File: src/rtl/pipe_flush_ctrl_pkg.sv
// Shared types and constants for the pipeline hazard controller.
//   maint_state_e : maintenance sequencer states
//   TGT_*         : bit positions of the maintenance targets in tgt_req/tgt_ack
//   DEF_*         : default geometry used by the top, the interface and the bench
package pipe_ctrl_pkg;

  typedef enum logic [1:0] {
    ST_IDLE    = 2'd0,
    ST_ISSUE   = 2'd1,
    ST_WAIT    = 2'd2,
    ST_REFETCH = 2'd3
  } maint_state_e;

  localparam int TGT_TLB    = 0;
  localparam int TGT_ICACHE = 1;
  localparam int TGT_DCACHE = 2;
  localparam int TGT_BTB    = 3;

  localparam int DEF_NUM_STAGES = 8;
  localparam int DEF_PC_W       = 32;
  localparam int DEF_NUM_TGT    = 4;
  localparam int DEF_MAINT_STG  = 5;

endpackage

File: src/rtl/pipe_flush_ctrl_if.sv
// Bundle of every pipeline/maintenance signal exchanged with pipe_flush_ctrl.
//   master : pipeline + maintenance targets side (drives requests/acks)
//   slave  : the controller (drives flush/stall/redirect/tgt_req/busy)
interface pipe_flush_ctrl_if #(
  parameter int NUM_STAGES = pipe_ctrl_pkg::DEF_NUM_STAGES,
  parameter int PC_W       = pipe_ctrl_pkg::DEF_PC_W,
  parameter int NUM_TGT    = pipe_ctrl_pkg::DEF_NUM_TGT
);

  logic [NUM_STAGES-1:0]      flush_req;
  logic [NUM_STAGES*PC_W-1:0] flush_pc;
  logic [NUM_STAGES-1:0]      stall_req;
  logic                       maint_valid;
  logic [NUM_TGT-1:0]         maint_tgt;
  logic [PC_W-1:0]            maint_pc;
  logic [NUM_TGT-1:0]         tgt_ack;
  logic [NUM_STAGES-1:0]      flush_out;
  logic [NUM_STAGES-1:0]      stall_out;
  logic                       redirect_vld;
  logic [PC_W-1:0]            redirect_pc;
  logic [NUM_TGT-1:0]         tgt_req;
  logic                       maint_busy;

  modport master (
    output flush_req, flush_pc, stall_req, maint_valid, maint_tgt, maint_pc, tgt_ack,
    input  flush_out, stall_out, redirect_vld, redirect_pc, tgt_req, maint_busy
  );

  modport slave (
    input  flush_req, flush_pc, stall_req, maint_valid, maint_tgt, maint_pc, tgt_ack,
    output flush_out, stall_out, redirect_vld, redirect_pc, tgt_req, maint_busy
  );

endinterface

File: src/rtl/pipe_flush_ctrl_maint_seq.sv
// Maintenance-op sequencer: IDLE -> ISSUE -> WAIT -> REFETCH -> IDLE.
// Ports:
//   clk, aresetn  clock / async active-low reset
//   maint_valid   maintenance instruction present at the issuing stage (1-cycle pulse)
//   maint_tgt     targets to operate on
//   maint_pc      PC of the maintenance instruction
//   tgt_ack       per-target done pulse
//   older_flush   a stage older than the issuing stage is flushing this cycle
//   tgt_req       per-target level request, dropped on its ack
//   maint_busy    sequencer not idle
//   hold          pipeline up to the issuing stage must be held (ISSUE/WAIT)
//   refetch       one-cycle refetch flush/redirect (REFETCH, not killed)
//   refetch_pc    maint_pc + 4
module maint_seq
  import pipe_ctrl_pkg::*;
#(
  parameter int PC_W    = DEF_PC_W,
  parameter int NUM_TGT = DEF_NUM_TGT
) (
  input  logic               clk,
  input  logic               aresetn,
  input  logic               maint_valid,
  input  logic [NUM_TGT-1:0] maint_tgt,
  input  logic [PC_W-1:0]    maint_pc,
  input  logic [NUM_TGT-1:0] tgt_ack,
  input  logic               older_flush,
  output logic [NUM_TGT-1:0] tgt_req,
  output logic               maint_busy,
  output logic               hold,
  output logic               refetch,
  output logic [PC_W-1:0]    refetch_pc
);

  maint_state_e       state_r;
  logic [NUM_TGT-1:0] tgt_mask_r;
  logic [NUM_TGT-1:0] ack_mask_r;
  logic [NUM_TGT-1:0] tgt_req_r;
  logic [PC_W-1:0]    refetch_pc_r;
  logic               killed_r;
  logic               busy_r;
  logic               hold_r;
  logic               refetch_r;

  logic [NUM_TGT-1:0] acc_ack_s;
  logic               all_done_s;

  // Acks are only meaningful for targets this op actually requested.
  always_comb begin
    acc_ack_s  = tgt_ack & tgt_mask_r;
    all_done_s = ((ack_mask_r | acc_ack_s) == tgt_mask_r);
  end

  // Sequencer state, latches and registered outputs.
  always_ff @(posedge clk or negedge aresetn) begin
    if (!aresetn) begin
      state_r      <= ST_IDLE;
      tgt_mask_r   <= {NUM_TGT{1'b0}};
      ack_mask_r   <= {NUM_TGT{1'b0}};
      tgt_req_r    <= {NUM_TGT{1'b0}};
      refetch_pc_r <= {PC_W{1'b0}};
      killed_r     <= 1'b0;
      busy_r       <= 1'b0;
      hold_r       <= 1'b0;
      refetch_r    <= 1'b0;
    end else begin
      case (state_r)
        ST_IDLE: begin
          ack_mask_r <= {NUM_TGT{1'b0}};
          killed_r   <= 1'b0;
          refetch_r  <= 1'b0;
          if (maint_valid) begin
            // Request goes out at the same edge so it is visible one cycle after maint_valid.
            tgt_mask_r   <= maint_tgt;
            tgt_req_r    <= maint_tgt;
            refetch_pc_r <= maint_pc + PC_W'(32'd4);
            busy_r       <= 1'b1;
            hold_r       <= 1'b1;
            state_r      <= ST_ISSUE;
          end else begin
            state_r <= ST_IDLE;
          end
        end
        ST_ISSUE: begin
          // A target may answer in the very first request cycle; keep that ack.
          ack_mask_r <= ack_mask_r | acc_ack_s;
          tgt_req_r  <= tgt_req_r & ~acc_ack_s;
          killed_r   <= killed_r | older_flush;
          state_r    <= ST_WAIT;
        end
        ST_WAIT: begin
          ack_mask_r <= ack_mask_r | acc_ack_s;
          tgt_req_r  <= tgt_req_r & ~acc_ack_s;
          killed_r   <= killed_r | older_flush;
          if (all_done_s) begin
            // An older flush arriving in this last cycle also suppresses the refetch.
            hold_r    <= 1'b0;
            refetch_r <= ~(killed_r | older_flush);
            state_r   <= ST_REFETCH;
          end else begin
            state_r <= ST_WAIT;
          end
        end
        ST_REFETCH: begin
          refetch_r <= 1'b0;
          busy_r    <= 1'b0;
          state_r   <= ST_IDLE;
        end
        default: begin
          tgt_req_r <= {NUM_TGT{1'b0}};
          busy_r    <= 1'b0;
          hold_r    <= 1'b0;
          refetch_r <= 1'b0;
          state_r   <= ST_IDLE;
        end
      endcase
    end
  end

  assign tgt_req    = tgt_req_r;
  assign maint_busy = busy_r;
  assign hold       = hold_r;
  assign refetch    = refetch_r;
  assign refetch_pc = refetch_pc_r;

endmodule

File: src/rtl/pipe_flush_ctrl.sv
// Pipeline hazard controller.
// Merges per-stage flush/stall requests into per-stage kill/hold controls and a
// single fetch redirect, and sequences cache/TLB/BTB maintenance ops through maint_seq.
// Ports:
//   clk, aresetn  clock / async active-low reset
//   bus (slave)   flush_req/flush_pc/stall_req in, flush_out/stall_out/redirect out,
//                 maint_valid/maint_tgt/maint_pc/tgt_ack in, tgt_req/maint_busy out
// Stage 0 is the youngest (IF0), NUM_STAGES-1 the oldest (WB).
module pipe_flush_ctrl
  import pipe_ctrl_pkg::*;
#(
  parameter int NUM_STAGES = DEF_NUM_STAGES,
  parameter int PC_W       = DEF_PC_W,
  parameter int NUM_TGT    = DEF_NUM_TGT,
  parameter int MAINT_STG  = DEF_MAINT_STG
) (
  input logic              clk,
  input logic              aresetn,
  pipe_flush_ctrl_if.slave bus
);

  logic [NUM_STAGES-1:0] kill_s;
  logic [NUM_STAGES-1:0] flush_s;
  logic [NUM_STAGES-1:0] stall_s;
  logic                  any_flush_s;
  logic                  older_flush_s;
  logic [PC_W-1:0]       sel_pc_s;
  logic                  redirect_vld_s;
  logic [PC_W-1:0]       redirect_pc_s;
  logic                  hold_s;
  logic                  refetch_s;
  logic [PC_W-1:0]       refetch_pc_s;

  maint_seq #(
    .PC_W    (PC_W),
    .NUM_TGT (NUM_TGT)
  ) u_maint_seq (
    .clk         (clk),
    .aresetn     (aresetn),
    .maint_valid (bus.maint_valid),
    .maint_tgt   (bus.maint_tgt),
    .maint_pc    (bus.maint_pc),
    .tgt_ack     (bus.tgt_ack),
    .older_flush (older_flush_s),
    .tgt_req     (bus.tgt_req),
    .maint_busy  (bus.maint_busy),
    .hold        (hold_s),
    .refetch     (refetch_s),
    .refetch_pc  (refetch_pc_s)
  );

  // Flushes from stages past the issuing stage kill the maintenance instruction itself.
  assign older_flush_s = |bus.flush_req[NUM_STAGES-1:MAINT_STG+1];

  // Priority encoder: the scan runs young to old so the oldest requester's PC is kept.
  always_comb begin
    any_flush_s = 1'b0;
    sel_pc_s    = {PC_W{1'b0}};
    for (int k = 0; k < NUM_STAGES; k++) begin
      sel_pc_s    = bus.flush_req[k] ? bus.flush_pc[k*PC_W +: PC_W] : sel_pc_s;
      any_flush_s = any_flush_s | bus.flush_req[k];
    end
  end

  // Redirect select: older flush > maintenance refetch > younger flush.
  always_comb begin
    redirect_vld_s = 1'b0;
    redirect_pc_s  = {PC_W{1'b0}};
    if (older_flush_s) begin
      redirect_vld_s = 1'b1;
      redirect_pc_s  = sel_pc_s;
    end else if (refetch_s) begin
      redirect_vld_s = 1'b1;
      redirect_pc_s  = refetch_pc_s;
    end else if (any_flush_s) begin
      redirect_vld_s = 1'b1;
      redirect_pc_s  = sel_pc_s;
    end else begin
      redirect_vld_s = 1'b0;
    end
  end

  // Per-stage merge: a stage is killed by any older flush, held by any older stall,
  // and a kill always beats a hold so the bubble actually propagates.
  for (genvar j = 0; j < NUM_STAGES; j++) begin : g_stage
    if (j == NUM_STAGES - 1) begin : g_oldest
      assign kill_s[j] = 1'b0;
    end else begin : g_younger
      assign kill_s[j] = |bus.flush_req[NUM_STAGES-1:j+1];
    end

    if (j <= MAINT_STG) begin : g_maint_zone
      assign flush_s[j] = kill_s[j] | refetch_s;
      assign stall_s[j] = ((|bus.stall_req[NUM_STAGES-1:j]) | hold_s) & ~flush_s[j];
    end else begin : g_free_zone
      assign flush_s[j] = kill_s[j];
      assign stall_s[j] = (|bus.stall_req[NUM_STAGES-1:j]) & ~flush_s[j];
    end
  end

  assign bus.flush_out    = flush_s;
  assign bus.stall_out    = stall_s;
  assign bus.redirect_vld = redirect_vld_s;
  assign bus.redirect_pc  = redirect_pc_s;

endmodule

File: src/flat_wrapper.sv
// flat-port wrapper written by rule: the top's interface ports become plain ports
module pipe_flush_ctrl_flat import pipe_ctrl_pkg::*;
#(
  parameter int NUM_STAGES = DEF_NUM_STAGES,
  parameter int PC_W       = DEF_PC_W,
  parameter int NUM_TGT    = DEF_NUM_TGT,
  parameter int MAINT_STG  = DEF_MAINT_STG
)
  (clk, aresetn, bus_flush_req, bus_flush_pc, bus_stall_req, bus_maint_valid, bus_maint_tgt, bus_maint_pc, bus_tgt_ack, bus_flush_out, bus_stall_out, bus_redirect_vld, bus_redirect_pc, bus_tgt_req, bus_maint_busy);
  pipe_flush_ctrl_if #(.NUM_STAGES(NUM_STAGES), .PC_W(PC_W), .NUM_TGT(NUM_TGT)) bus_i ();
  input logic clk;
  input logic aresetn;
  input wire logic [$bits(bus_i.flush_req)-1:0] bus_flush_req;
  input wire logic [$bits(bus_i.flush_pc)-1:0] bus_flush_pc;
  input wire logic [$bits(bus_i.stall_req)-1:0] bus_stall_req;
  input wire logic [$bits(bus_i.maint_valid)-1:0] bus_maint_valid;
  input wire logic [$bits(bus_i.maint_tgt)-1:0] bus_maint_tgt;
  input wire logic [$bits(bus_i.maint_pc)-1:0] bus_maint_pc;
  input wire logic [$bits(bus_i.tgt_ack)-1:0] bus_tgt_ack;
  output wire logic [$bits(bus_i.flush_out)-1:0] bus_flush_out;
  output wire logic [$bits(bus_i.stall_out)-1:0] bus_stall_out;
  output wire logic [$bits(bus_i.redirect_vld)-1:0] bus_redirect_vld;
  output wire logic [$bits(bus_i.redirect_pc)-1:0] bus_redirect_pc;
  output wire logic [$bits(bus_i.tgt_req)-1:0] bus_tgt_req;
  output wire logic [$bits(bus_i.maint_busy)-1:0] bus_maint_busy;
  assign bus_i.flush_req = bus_flush_req;
  assign bus_i.flush_pc = bus_flush_pc;
  assign bus_i.stall_req = bus_stall_req;
  assign bus_i.maint_valid = bus_maint_valid;
  assign bus_i.maint_tgt = bus_maint_tgt;
  assign bus_i.maint_pc = bus_maint_pc;
  assign bus_i.tgt_ack = bus_tgt_ack;
  assign bus_flush_out = bus_i.flush_out;
  assign bus_stall_out = bus_i.stall_out;
  assign bus_redirect_vld = bus_i.redirect_vld;
  assign bus_redirect_pc = bus_i.redirect_pc;
  assign bus_tgt_req = bus_i.tgt_req;
  assign bus_maint_busy = bus_i.maint_busy;
  pipe_flush_ctrl #(.NUM_STAGES(NUM_STAGES), .PC_W(PC_W), .NUM_TGT(NUM_TGT), .MAINT_STG(MAINT_STG)) u_core (.clk(clk), .aresetn(aresetn), .bus(bus_i));
endmodule
File: config.mk
export PLATFORM = sky130hd
export DESIGN_NAME = pipe_flush_ctrl_flat
export DESIGN_NICKNAME = d
export VERILOG_FILES = /design/src/rtl/pipe_flush_ctrl_pkg.sv /design/src/rtl/pipe_flush_ctrl_if.sv /design/src/rtl/pipe_flush_ctrl_maint_seq.sv /design/src/rtl/pipe_flush_ctrl.sv /design/src/flat_wrapper.sv
export SDC_FILE = /design/constraint.sdc
export NUM_CORES = 1
export LEC_CHECK = 0
export CELL_PAD_IN_SITES_DETAIL_PLACEMENT = 0
export CELL_PAD_IN_SITES_GLOBAL_PLACEMENT = 1
export CORE_AREA = 2 2 142 144
export DETAILED_ROUTE_END_ITERATION = 6
export DIE_AREA = 0 0 144 146
export DONT_BUFFER_PORTS = 1
export HOLD_SLACK_MARGIN = 0.12
export PLACE_DENSITY = 0.66
export SLEW_MARGIN = 0
export SYNTH_ARGS = -nofsm -noshare
export SYNTH_HDL_FRONTEND = slang
export SYNTH_HIERARCHICAL = 1
export SYNTH_SLANG_ARGS = --single-unit
File: constraint.sdc
create_clock -name clk -period 2.2 [get_ports clk]
set_input_delay 0.11 -clock clk [delete_from_list [all_inputs] [get_ports clk]]
set_output_delay 0.11 -clock clk [all_outputs]
set_load 0.03 [all_outputs]
==> results.toml <==
[layout]
final_util_pct = 32.7
nNetsFinal = 1051
area_growth_syn_to_layout_pct = 20.2
nFillCells = 2090
drive_above_1_share_pct = 12.0

[clock_tree]
path_clk_slew_ns = 0.07
cts_setup_buffers = 0
cts-root-buf = "clkbuf_16"
numClockSinks = 50
clkLatencyLatePin_ns = 0.29
cts_max_path_buffers = 2
cts_tree = "built"
htree_levels = 2
numCtsBuffers = 5

[die]
die_w_microns = 144
core_area_sq_um = 19300
ioPinCount = 369
die_height_microns = 146
row_count = 51
dieArea_sq_um = 21000
start_util_pct = 27.2

[critical_path]
ff2ff_path_depth = 7
r2r_slack_ns = 0.17
cp_max_fo = 23
critPathKind = "flop to output port"
worst_ep_required_time_ns = 2.09
crit_path_start_kind = "flop"
cp.arrival_ns = 2.01
worstSetupEndpointType = "output port"

[synth]
syn_inst = 682
yosys_warnings = 6
synth-seq-cells = 50
yosysSeqAreaShare_pct = 23.8
synth-main-ff-cell = "dfrtp_1"
synth_async_sr_flop_share_pct = 100
synth.avg_cell_area_sq_um = 7.70
synthDistinctLibCells = 66
syn_area_sq_um = 5250
synth_edf_count = 0
syn_nets = 1003

[sta]
tightest_slew_ns = 0.911
relSlewSlack_pct = 39.2
tns_ns = 0
period_share_pct = 96.6
min_period_ns = 2.12
setup_violations = 0
clock_skew_ns = 0.00720
finalMaxSlewViolations = 0
hold_viol_final = 0
grt_setup_unrepaired = "no"
max_freq_ghz = 0.471

[global_route]
grt_start_max_net_pins = 60
grt_pass1_vias = 5456
antenna_found_initial = 3
grt_pass1_wl_microns = 36400
grtUsageTotal_pct = 23.5
gr-total-overflow = 0

[drt]
route.final.wire_length_microns = 26600
via_per_inst = 5.97
via_count = 6002
dr.pass1.iters = 5
drt_iter0_drc = 608
routedWlPerCell_microns = 26.4
ant_nets = 0
drc = 0

[flow_run]
drv_cap = 0

[power]
p_per_area_nw_per_um2 = 773
totalPowerFinal_mw = 4.88
p_leak_nw = 2.38
max-vdd-ir-drop_uv = 403

[placed_design]
dp_hpwl_microns = 21500
gp_congestion = 0.992
numPortBuffers = 0

[status]
status = "completed"

[min_path]
hold_depth = 3
hp-class = "primary input to flop"
==> Yosys cell counts (all sizes together) (12+ instances only) <==
master,instances,area (sq um)
clkbuf,26,148
o21ai,50,250
dfrtp,50,1250
buf,35,240
nor2,37,146
nand3,12,65.1
nand4,13,93.8
or4,12,93.8
o31a,23,201
inv,21,78.8
o221ai,16,140
nand2b,28,175
a31oi,21,146
a2bb2oi,23,201
a21oi,41,209
nand2,88,338
a221oi,35,313
o22ai,46,288
==> metal layers <==
layer	part of all wire, %	global-route usage [%]	vias up	routed length [microns]
met5	0	0	-	0
met2	44	35.8	342	11700
met1	43	32.3	2889	11300
li1	-	-	2747	-
met4	1.5	4.66	0	390
met3	12	7.86	24	3110
==> final timing paths <==
check                                                 start                                end
min                                         bus_maint_pc[4]   u_core/u_maint_seq/refetch_pc[5]
min reg2reg                u_core/u_maint_seq/refetch_pc[3]   u_core/u_maint_seq/refetch_pc[3]
max in group asynchronous                           aresetn  u_core/u_maint_seq/refetch_pc[11]
min in group asynchronous                           aresetn            u_core/u_maint_seq/hold
max                              u_core/u_maint_seq/refetch                 bus_redirect_pc[6]
max reg2reg                   u_core/u_maint_seq/state_r[0]  u_core/u_maint_seq/refetch_pc[27]
==> critical path: stages, from the launching register on <==
cell and delay [ns]:
dfrtp_2 0.47, buf_4 0.17, a211oi_4 0.15, buf_4 0.35
nand2b_1 0.10, o21ai_1 0.25, buf_4 0.22
==> state kept, by name, summed over array words and instances, names as in the netlist <==
register / count
u_core/u_maint_seq/refetch_pc: 32
u_core/u_maint_seq/ack_mask_r: 4
u_core/u_maint_seq/tgt_mask_r: 4
u_core/u_maint_seq/tgt_req: 4
u_core/u_maint_seq/state_r: 2
u_core/u_maint_seq/hold: 1
u_core/u_maint_seq/killed_r: 1
u_core/u_maint_seq/maint_busy: 1
u_core/u_maint_seq/refetch: 1
==> report_power, final <==
group	switching (mW)	internal, mW
clock network	0.329	0.538
logic	1.27	0.919
registers	0.479	1.35
total	2.08	2.80
==> cells in the final DEF, fill, tap and decap left out, types with 3 or more instances in the layout <==
master         instances
nand2_1               86
buf_4                 53
dfrtp_1               49
dlygate4sd3_1         47
o22ai_1               46
a21oi_1               40
nor2_1                36
a221oi_1              34
nand2b_1              28
o21ai_1               28
o31a_1                23
a2bb2oi_1             23
o21ai_0               22
inv_1                 21
a31oi_1               20
o221ai_1              16
nand3_1               11
nand4_1               11
or4_1                 11
o31ai_1               10
diode_2                9
xor2_1                 7
nor2b_1                6
a22oi_1                6
and3_1                 6
or3_1                  6
ha_1                   6
clkbuf_16              5
and4_1                 5
a221o_1                4
nand3b_1               4
a21o_1                 4
a22o_1                 4
or3_4                  3
or2_2                  3
xnor2_1                3
==> stage by stage <==
step,setup slack [ns],area [sq um],hold slack [ns],cells
global placement,0.430,5630,-0.185,940
finish,0.0753,6320,0.129,1005
global route,0.00301,6290,0.144,996
CTS,0.0250,6290,0.125,996
floorplan,0.238,5250,-0.186,682
detailed placement,0.386,5630,-0.185,940
==> cell families (layout without fill, tap and decap cells) <==
kind of cell	after synthesis	in the layout	synth area share (%)
AO/OA/AOI/OAI	292	292	39.2
XOR/XNOR	10	10	1.67
adder cells (fa/ha/maj)	6	6	1.43
buffers and inverters	84	133	9.03
flip-flops	50	50	23.8
multiplexers	1	1	0.191
other	1	10	0.0714
AND/OR/NAND/NOR	238	238	24.6
==> timing repair <==
item / 4_1_cts / 5_1_grt
endpoints found under the hold margin: 95 / 0
gates resized for setup: 0 / 6
setup endpoints to repair: 0 / 8
hold buffers: 48 / 0
==> layout make-up <==
cell class | instances | area, sq um | share of cell area, %
well taps | 265 | 332 | 5.25
multi-input cells | 548 | 3540 | 56.1
clock buffers | 7 | 133 | 2.10
clock inverters | 1 | 30.0 | 0.475
inverters | 23 | 86.3 | 1.37
flip-flops and latches | 50 | 1250 | 19.8
repair buffers | 102 | 916 | 14.5
diodes | 9 | 22.5 | 0.357
Power figures use the tool's default switching activity.
